### src/rtl/regfile_wport_arbiter_if.sv
// Write-port bundle between the two writeback sources and the regfile.
//   master : writeback side, drives a_*/b_* requests and observes ready and we3/wa3/wd3
//   slave  : arbiter side, accepts requests and drives ready and the regfile write port
interface regfile_wport_arbiter_if #(
    parameter int unsigned DW = 64,
    parameter int unsigned AW = 5
);
    logic          a_valid;
    logic          a_ready;
    logic [AW-1:0] a_addr;
    logic [DW-1:0] a_data;
    logic          b_valid;
    logic          b_ready;
    logic [AW-1:0] b_addr;
    logic [DW-1:0] b_data;
    logic          we3;
    logic [AW-1:0] wa3;
    logic [DW-1:0] wd3;

    modport master (
        output a_valid, a_addr, a_data, b_valid, b_addr, b_data,
        input  a_ready, b_ready, we3, wa3, wd3
    );

    modport slave (
        input  a_valid, a_addr, a_data, b_valid, b_addr, b_data,
        output a_ready, b_ready, we3, wa3, wd3
    );
endinterface

### src/rtl/regfile_wport_arbiter.sv
// Shares the single regfile write port between writeback source A (ALU) and
// source B (load data). After reset it sweeps X0..X(ZERO_REG-1) to INIT_VALUE,
// then grants A/B round-robin, one registered write per cycle.
// Optional feature macro: RF_WBYPASS_EN adds a combinational read bypass of the
// registered-but-uncommitted write.
// Ports:
//   clk, reset_n      clock, async active-low reset
//   wp (slave)        A/B valid/ready/addr/data, regfile we3/wa3/wd3 (registered)
//   init_done         high once the init sweep has finished
//   ra1/ra2, rd1_i/rd2_i, rd1_o/rd2_o   bypass read path (RF_WBYPASS_EN only)
module regfile_wport_arbiter #(
    parameter int unsigned     DW         = 64,
    parameter int unsigned     AW         = 5,
    parameter int unsigned     ZERO_REG   = 31,
    parameter logic [DW-1:0]   INIT_VALUE = '0
) (
    input  logic                     clk,
    input  logic                     reset_n,
    regfile_wport_arbiter_if.slave   wp,
    output logic                     init_done
`ifdef RF_WBYPASS_EN
    ,
    input  logic [AW-1:0]            ra1,
    input  logic [AW-1:0]            ra2,
    input  logic [DW-1:0]            rd1_i,
    input  logic [DW-1:0]            rd2_i,
    output logic [DW-1:0]            rd1_o,
    output logic [DW-1:0]            rd2_o
`endif
);

    typedef enum logic {
        ST_INIT = 1'b0,
        ST_RUN  = 1'b1
    } state_e;

    localparam logic RR_A = 1'b0;
    localparam logic RR_B = 1'b1;
    localparam logic [AW-1:0] ZERO_ADDR = AW'(ZERO_REG);
    localparam logic [AW-1:0] LAST_IDX  = AW'(ZERO_REG - 1);

    state_e        state_q, state_d;
    logic [AW-1:0] idx_q, idx_d;
    logic          rr_ptr_q, rr_ptr_d;
    logic          we3_q, we3_d;
    logic [AW-1:0] wa3_q, wa3_d;
    logic [DW-1:0] wd3_q, wd3_d;
    logic          init_done_q, init_done_d;
    logic          grant_a, grant_b;

    // State and write-port registers.
    always_ff @(posedge clk or negedge reset_n) begin
        if (!reset_n) begin
            state_q     <= ST_INIT;
            idx_q       <= '0;
            rr_ptr_q    <= RR_A;
            we3_q       <= 1'b0;
            wa3_q       <= '0;
            wd3_q       <= '0;
            init_done_q <= 1'b0;
        end else begin
            state_q     <= state_d;
            idx_q       <= idx_d;
            rr_ptr_q    <= rr_ptr_d;
            we3_q       <= we3_d;
            wa3_q       <= wa3_d;
            wd3_q       <= wd3_d;
            init_done_q <= init_done_d;
        end
    end

    // Next-state, grant and write-port selection.
    always_comb begin
        state_d     = state_q;
        idx_d       = idx_q;
        rr_ptr_d    = rr_ptr_q;
        we3_d       = 1'b0;
        wa3_d       = wa3_q;
        wd3_d       = wd3_q;
        init_done_d = init_done_q;
        grant_a     = 1'b0;
        grant_b     = 1'b0;

        case (state_q)
            ST_INIT: begin
                we3_d = 1'b1;
                wa3_d = idx_q;
                wd3_d = INIT_VALUE;
                idx_d = idx_q + AW'(1);
                if (idx_q == LAST_IDX) begin
                    state_d     = ST_RUN;
                    init_done_d = 1'b1;
                end
            end
            ST_RUN: begin
                // A wins when alone or when it holds the round-robin pointer.
                grant_a = wp.a_valid && (!wp.b_valid || (rr_ptr_q == RR_A));
                grant_b = wp.b_valid && !grant_a;
                if (grant_a) begin
                    rr_ptr_d = RR_B;
                    if (wp.a_addr != ZERO_ADDR) begin
                        we3_d = 1'b1;
                        wa3_d = wp.a_addr;
                        wd3_d = wp.a_data;
                    end
                end else if (grant_b) begin
                    rr_ptr_d = RR_A;
                    if (wp.b_addr != ZERO_ADDR) begin
                        we3_d = 1'b1;
                        wa3_d = wp.b_addr;
                        wd3_d = wp.b_data;
                    end
                end
            end
            default: begin
                state_d = ST_INIT;
            end
        endcase
    end

    assign wp.a_ready = grant_a;
    assign wp.b_ready = grant_b;
    assign wp.we3     = we3_q;
    assign wp.wa3     = wa3_q;
    assign wp.wd3     = wd3_q;
    assign init_done  = init_done_q;

`ifdef RF_WBYPASS_EN
    // Forward the registered write until the regfile commits it on the next edge.
    assign rd1_o = (we3_q && (wa3_q == ra1) && (ra1 != ZERO_ADDR)) ? wd3_q : rd1_i;
    assign rd2_o = (we3_q && (wa3_q == ra2) && (ra2 != ZERO_ADDR)) ? wd3_q : rd2_i;
`endif

endmodule

### src/flat_wrapper.sv
// flat-port wrapper written by rule: the top's interface ports become plain ports
module regfile_wport_arbiter_flat 
#(
    parameter int unsigned     DW         = 64,
    parameter int unsigned     AW         = 5,
    parameter int unsigned     ZERO_REG   = 31,
    parameter logic [DW-1:0]   INIT_VALUE = '0
)
  (clk, reset_n, init_done, wp_a_valid, wp_a_addr, wp_a_data, wp_b_valid, wp_b_addr, wp_b_data, wp_a_ready, wp_b_ready, wp_we3, wp_wa3, wp_wd3);
  regfile_wport_arbiter_if #(.DW(DW), .AW(AW)) wp_i ();
  input  logic clk;
  input  logic reset_n;
  output logic init_done;
  input wire logic [$bits(wp_i.a_valid)-1:0] wp_a_valid;
  input wire logic [$bits(wp_i.a_addr)-1:0] wp_a_addr;
  input wire logic [$bits(wp_i.a_data)-1:0] wp_a_data;
  input wire logic [$bits(wp_i.b_valid)-1:0] wp_b_valid;
  input wire logic [$bits(wp_i.b_addr)-1:0] wp_b_addr;
  input wire logic [$bits(wp_i.b_data)-1:0] wp_b_data;
  output wire logic [$bits(wp_i.a_ready)-1:0] wp_a_ready;
  output wire logic [$bits(wp_i.b_ready)-1:0] wp_b_ready;
  output wire logic [$bits(wp_i.we3)-1:0] wp_we3;
  output wire logic [$bits(wp_i.wa3)-1:0] wp_wa3;
  output wire logic [$bits(wp_i.wd3)-1:0] wp_wd3;
  assign wp_i.a_valid = wp_a_valid;
  assign wp_i.a_addr = wp_a_addr;
  assign wp_i.a_data = wp_a_data;
  assign wp_i.b_valid = wp_b_valid;
  assign wp_i.b_addr = wp_b_addr;
  assign wp_i.b_data = wp_b_data;
  assign wp_a_ready = wp_i.a_ready;
  assign wp_b_ready = wp_i.b_ready;
  assign wp_we3 = wp_i.we3;
  assign wp_wa3 = wp_i.wa3;
  assign wp_wd3 = wp_i.wd3;
  regfile_wport_arbiter #(.DW(DW), .AW(AW), .ZERO_REG(ZERO_REG), .INIT_VALUE(INIT_VALUE)) u_core (.clk(clk), .reset_n(reset_n), .wp(wp_i), .init_done(init_done));
endmodule
### config.mk
export PLATFORM = sky130hd
export DESIGN_NAME = regfile_wport_arbiter_flat
export DESIGN_NICKNAME = d
export VERILOG_FILES = /design/src/rtl/regfile_wport_arbiter_if.sv /design/src/rtl/regfile_wport_arbiter.sv /design/src/flat_wrapper.sv
export SDC_FILE = /design/constraint.sdc
export NUM_CORES = 1
export LEC_CHECK = 0
export CAP_MARGIN = 20
export CORE_MARGIN = 5
export CORE_UTILIZATION = 44
export DETAILED_ROUTE_END_ITERATION = 10
export HOLD_SLACK_MARGIN = 0.08
export PLACE_DENSITY = 0.86
export SLEW_MARGIN = 0
export SYNTH_ARGS = -nofsm -noshare
export SYNTH_HDL_FRONTEND = slang
export SYNTH_SLANG_ARGS = --single-unit
export TNS_END_PERCENT = 1
### constraint.sdc
create_clock -name clk -period 2.6 [get_ports clk]
set_clock_uncertainty 0.1 [all_clocks]
set_input_delay 0.65 -clock clk [delete_from_list [all_inputs] [get_ports clk]]
set_output_delay 0.65 -clock clk [all_outputs]
set_load 0.01 [all_outputs]
After elaboration in Yosys (flattened, before gate mapping):

Index checks and enable logic that the tools add are counted.

* input bits: 142
* output and inout port bits: 73
* logic and storage cells: 46
* bits in registers: 78

* equality and inequality tests: 6
* bitwise operators: 2
* add/sub/neg operators: 1
* reductions and logical operators: 9
* muxes and demuxes: 21

Operators with widths (number)
* 64-bit two-way mux: 4
* 64-bit case mux with 2 select lines: 1
* 5-bit two-way mux: 4
* 1-bit two-way mux: 10
* 5-bit != test, second input constant: 2
* 5-bit case mux with 2 select lines: 1
* 3-bit != test, second input constant: 3
* 5-bit by 1-bit adder with 5-bit output, second input constant: 1
* 5-bit equality test, second input constant: 1
* 2-bit AND reduction: 2
* 3-bit AND reduction: 1
* 1-bit logical AND: 2
* 1-bit zero test: 2
* 1-bit inverter: 2
* 1-bit case mux with 2 select lines: 1
* 2-bit nonzero test: 1
* 1-bit logical OR: 1

Longest topological paths before layout:

* depth in word-level cells: 8
* depth in mapped cells: 6
* depth with buffers taken out: 4

Least setup slack after synthesis:

Ideal clock, no wire load.

* path type: input -> output
* from: input wp_a_valid
* to: output wp_a_ready
* required time: 1.850 ns
* stages: 3
* arrival time: 1.384 ns
* path buffers: 1
* setup slack: 0.466 ns
* path through: a21boi_2 -> clkbuf_1 -> and2_1

* cells in the longest elaborated chain, start to end: 2

Ends and longest elaborated chain
* start, declared: line flat_wrapper.sv:14 `input wire logic [$bits(wp_i.a_valid)-1:0] wp_a_valid;`
* 1-bit logical AND: line regfile_wport_arbiter.sv:97 `grant_a = wp.a_valid && (!wp.b_valid || (rr_ptr_q == RR_A));`
* 1-bit two-way mux: line regfile_wport_arbiter.sv:84 `case (state_q)`
* end, declared: line flat_wrapper.sv:20 `output wire logic [$bits(wp_i.a_ready)-1:0] wp_a_ready;`

Every way passes these cells.

Worst setup path in the final report:

* from: input wp_b_valid
* to: output wp_b_ready

* cells in the longest elaborated chain, start to end: 6

Ends and longest elaborated chain
* start, declared: line flat_wrapper.sv:17 `input wire logic [$bits(wp_i.b_valid)-1:0] wp_b_valid;`
* 1-bit zero test: line regfile_wport_arbiter.sv:97
* 1-bit logical OR: line regfile_wport_arbiter.sv:97
* 1-bit logical AND: line regfile_wport_arbiter.sv:97
* 1-bit zero test: line regfile_wport_arbiter.sv:98 `grant_b = wp.b_valid && !grant_a;`
* 1-bit logical AND (*): line regfile_wport_arbiter.sv:98
* 1-bit two-way mux (*): line regfile_wport_arbiter.sv:84
* end, declared: line flat_wrapper.sv:21 `output wire logic [$bits(wp_i.b_ready)-1:0] wp_b_ready;`

Mark *: on every way between the ends. The rest lies on a longest branch, timed or not.

==> results by group <==
Place
  – Port Buffer Count: 214
  – Final estimated routing congestion in global placement: 0.848
  – Pre-CTS setup slack: -0.244 ns
  – Number of cells in the design after placement: around 750
  – Sum of net half-perimeters after detailed placement: between 9000 and 10000 um

Clock tree
  – TritonCTS clock tree: built
  – Clock transition at the registers of the reported paths: 0.08 ns
  – CTS Root Buffer Type: sky130_fd_sc_hd__clkbuf_8
  – Count of hold-fix buffers inserted at cts: 0
  – Maximum buffer depth of the clock tree: 2
  – Number of buffers added by the clock tree synthesis step: 9
  – Sink count of the clock tree: 78
  – Number of levels the H-tree was split into: 3
  – Clock latency of the later-clocked register in the worst-skew pair: 0.33 ns

Timing
  – Setup repair after global routing missed its margin: no
  – Final critical-path setup slack: around 0.26 ns
  – Total count of max-transition violations in the final report: 0
  – Setup Viol. Count Final: 0
  – Clock period minus worst slack: between 2 and 2.5 ns
  – Final Hold Fails: 0
  – Remaining max-slew budget at the tightest pin: 0.538
  – Slew at the pin with the worst max-slew slack: ~0.69 ns
  – FMAX: 428 MHz
  – Ratio of final minimum period to clock period: 0.899

Floorplanning
  – Horizontal die dimension: 110 um
  – Starting utilization of the core area: 0.451
  – Die area: 12200 um^2
  – Row count: 36
  – Height of the chip: around 110 um
  – I/O pin cnt: 215
  – Core box area: 9820 um^2

Cells and area
  – Synthesis-to-layout area growth: 55.8%
  – Final-layout fill cell count: 710
  – Count of nets after finishing: 768
  – Ratio of cells with drive above 1 in the final layout: 0.162
  – Non-filler instance count after layout: about 760
  – Commonest non-fill, non-tap cells in the layout: sky130_fd_sc_hd__clkdlybuf4s50_1 (209), sky130_fd_sc_hd__nand2_1 (140), sky130_fd_sc_hd__dfrtp_1 (77), sky130_fd_sc_hd__mux2_4 (69), sky130_fd_sc_hd__a21boi_0 (64)
  – Antenna Diode Count: 0
  – Most frequent standard cell in the layout excluding fill and tap cells: sky130_fd_sc_hd__clkdlybuf4s50_1

Worst setup path
  – Endpoint of the worst register-to-register path: u_core.wp.wd3[51]$_DFFE_PN0P_
  – Setup Crit Path Kind: input pin to output pin
  – Source of the worst register-to-register timing path: u_core.rr_ptr_q$_DFFE_PN0P_
  – R2r worst-path depth: 6
  – Setup crit start: wp_b_valid
  – Register-to-register setup slack: 0.49 ns
  – CP max FO: 3
  – Termination of the worst setup path: wp_b_ready
  – Data arrival, critical path: about 1.6 ns
  – Setup crit end kind: output pin
  – Critical path data required time: 1.85 ns
  – Startpoint kind of the worst setup timing path: input pin

Pwr
  – Leakage power: 3.14 nW
  – IR Drop Worst-Case VDD: 0.000284 V
  – PwrDens: ~570 nW/um^2
  – Pwr Total: just under 4 mW

Global routing
  – Largest net degree at the start of global routing: 85
  – Initial antenna violation count: 0
  – Vias in the first global route: a little under 4000
  – GRT Total Usage: 0.206
  – GRT Residual Overflow: 0
  – Wire length of the first global-routing pass: 19400 um

Routing
  – DR vias: 3770
  – Via-per-instance ratio: about 4.9
  – Avg WL per Cell: 17.0 um
  – Starting DRC count in detailed routing: 135
  – DRT Pass-1 Iters: 4
  – Final wirelength: roughly 13000 um
  – DRT antenna net count: 0
  – Remaining design rule violation count: 0

Yosys
  – Post-synth cell types: 27
  – Yosys warns: 0
  – Register bit total from synthesis: 78
  – Total nets after synthesis: about 560
  – Number of synthesized flops with an enable pin: 0
  – Gate Count Post-Synth: 418
  – Share of flip-flops with an asynchronous set or reset after synthesis: 1.00
  – Combined area of all synthesized cells: 4430 um^2
  – Mean cell area of the mapped netlist: around 11 um^2
  – Top FF cell, synth: sky130_fd_sc_hd__dfrtp_1
  – Sequential area share after synthesis: 0.440

Flow run
  – # Max-Cap Violations: 0

Run status
  – Result of the run: complete, no violations

Min path
  – Type of the most critical hold path: input pin to asynchronous set/reset pin
## Yosys cell counts (2+ instances only)
cell | n | area share
sky130_fd_sc_hd__buf_2 | 6 | 0.0068
sky130_fd_sc_hd__clkbuf_1 | 17 | 0.014
sky130_fd_sc_hd__a31oi_1 | 6 | 0.0085
sky130_fd_sc_hd__buf_6 | 7 | 0.018
sky130_fd_sc_hd__nand2b_1 | 2 | 0.0028
sky130_fd_sc_hd__mux2_4 | 69 | 0.23
sky130_fd_sc_hd__nand3_1 | 2 | 0.0023
sky130_fd_sc_hd__a21boi_0 | 64 | 0.11
sky130_fd_sc_hd__ha_1 | 2 | 0.0056
sky130_fd_sc_hd__nand2_1 | 140 | 0.12
sky130_fd_sc_hd__xnor2_1 | 4 | 0.0079
sky130_fd_sc_hd__nand4b_1 | 2 | 0.0040
sky130_fd_sc_hd__dfrtp_1 | 78 | 0.44
sky130_fd_sc_hd__inv_1 | 2 | 0.0017
sky130_fd_sc_hd__nor2_1 | 5 | 0.0042
## layer usage
| metal | global-route usage | routed length [um] | vias to the layer above |
|---|---|---|---|
| met1 | 0.237 | 5030 | 1792 |
| li1 | - | - | 1809 |
| met4 | 0.0642 | 226 | 0 |
| met5 | 0 | 0 | - |
| met2 | 0.372 | 6580 | 148 |
| met3 | 0.0559 | 1110 | 21 |
## critical path, stage by stage
cell and delay (ns):
sky130_fd_sc_hd__dlygate4sd2_1 0.28, sky130_fd_sc_hd__a21bo_2 0.21, sky130_fd_sc_hd__and3_1 0.17, sky130_fd_sc_hd__dlygate4sd2_1 0.28
## worst min-delay path by stage
stage,end,slack [ns],depth (start not counted)
after floorplan,u_core.idx_q[0]$_DFFE_PN0N_,0.25,0
after global placement,u_core.init_done$_DFFE_PN0P_,0.36,1
after detailed placement,u_core.init_done$_DFFE_PN0P_,0.37,1
after CTS,u_core.wp.wd3[5]$_DFFE_PN0P_,0.09,1
after global routing,u_core.wp.wd3[5]$_DFFE_PN0P_,0.1,1
final,u_core.wp.wd3[5]$_DFFE_PN0P_,0.10,1
## cells by family (layout without fill, tap and decap cells)
kind of cell             count (synthesis)  after routing  synth area share
AND/OR/NAND/NOR                        155            155             0.140
flip-flops                              78             78             0.440
AO/OA/AOI/OAI                           76             76             0.128
multiplexers                            70             70             0.236
buffers and inverters                   33            244            0.0415
XOR/XNOR                                 4              4           0.00790
adder cells (fa/ha/maj)                  2              2           0.00565
## flip-flops by register name (all words and copies together), names as in the netlist
name	flops
u_core.wp.wd3	64
u_core.idx_q	5
u_core.wp.wa3	5
u_core.init_done	1
u_core.rr_ptr_q	1
u_core.state_q	1
u_core.wp.we3	1
## power breakdown
part	switching, mW	internal (mW)	total, mW
Clock	0.439	0.441	0.879
Combinational	0.551	0.957	1.51
Sequential	0.134	1.43	1.56
## metrics by stage
stage	area (um^2)	hold slack, ns	TNS (ns)	utilization
2_1_floorplan	4430	0.254	0	-
3_3_place_gp	6710	0.361	-11.03	0.683
3_5_place_dp	6710	0.368	-15.30	0.683
4_1_cts	6900	0.0938	0	0.702
5_1_grt	6900	0.0988	0	0.703
6_report	6900	0.104	0	0.703
## layout make-up
| class | instances | area [um^2] | share of cell area |
|---|---|---|---|
| tap | 133 | 166 | 0.0241 |
| inverter | 2 | 7.51 | 0.00109 |
| multi-input combinational | 307 | 2300 | 0.334 |
| sequential | 78 | 1950 | 0.283 |
| clock buffer | 10 | 128 | 0.0185 |
| clock inverter | 6 | 62.6 | 0.00906 |
| timing repair buffer | 226 | 2280 | 0.331 |
## timing repair
item | CTS | global route
buffers inserted | 0 | 0
setup endpoints to repair | 2 | 2
hold endpoints to repair | 0 | 0
resized for setup | 3 | 2
No activity file was read; power rests on OpenSTA's default activity.
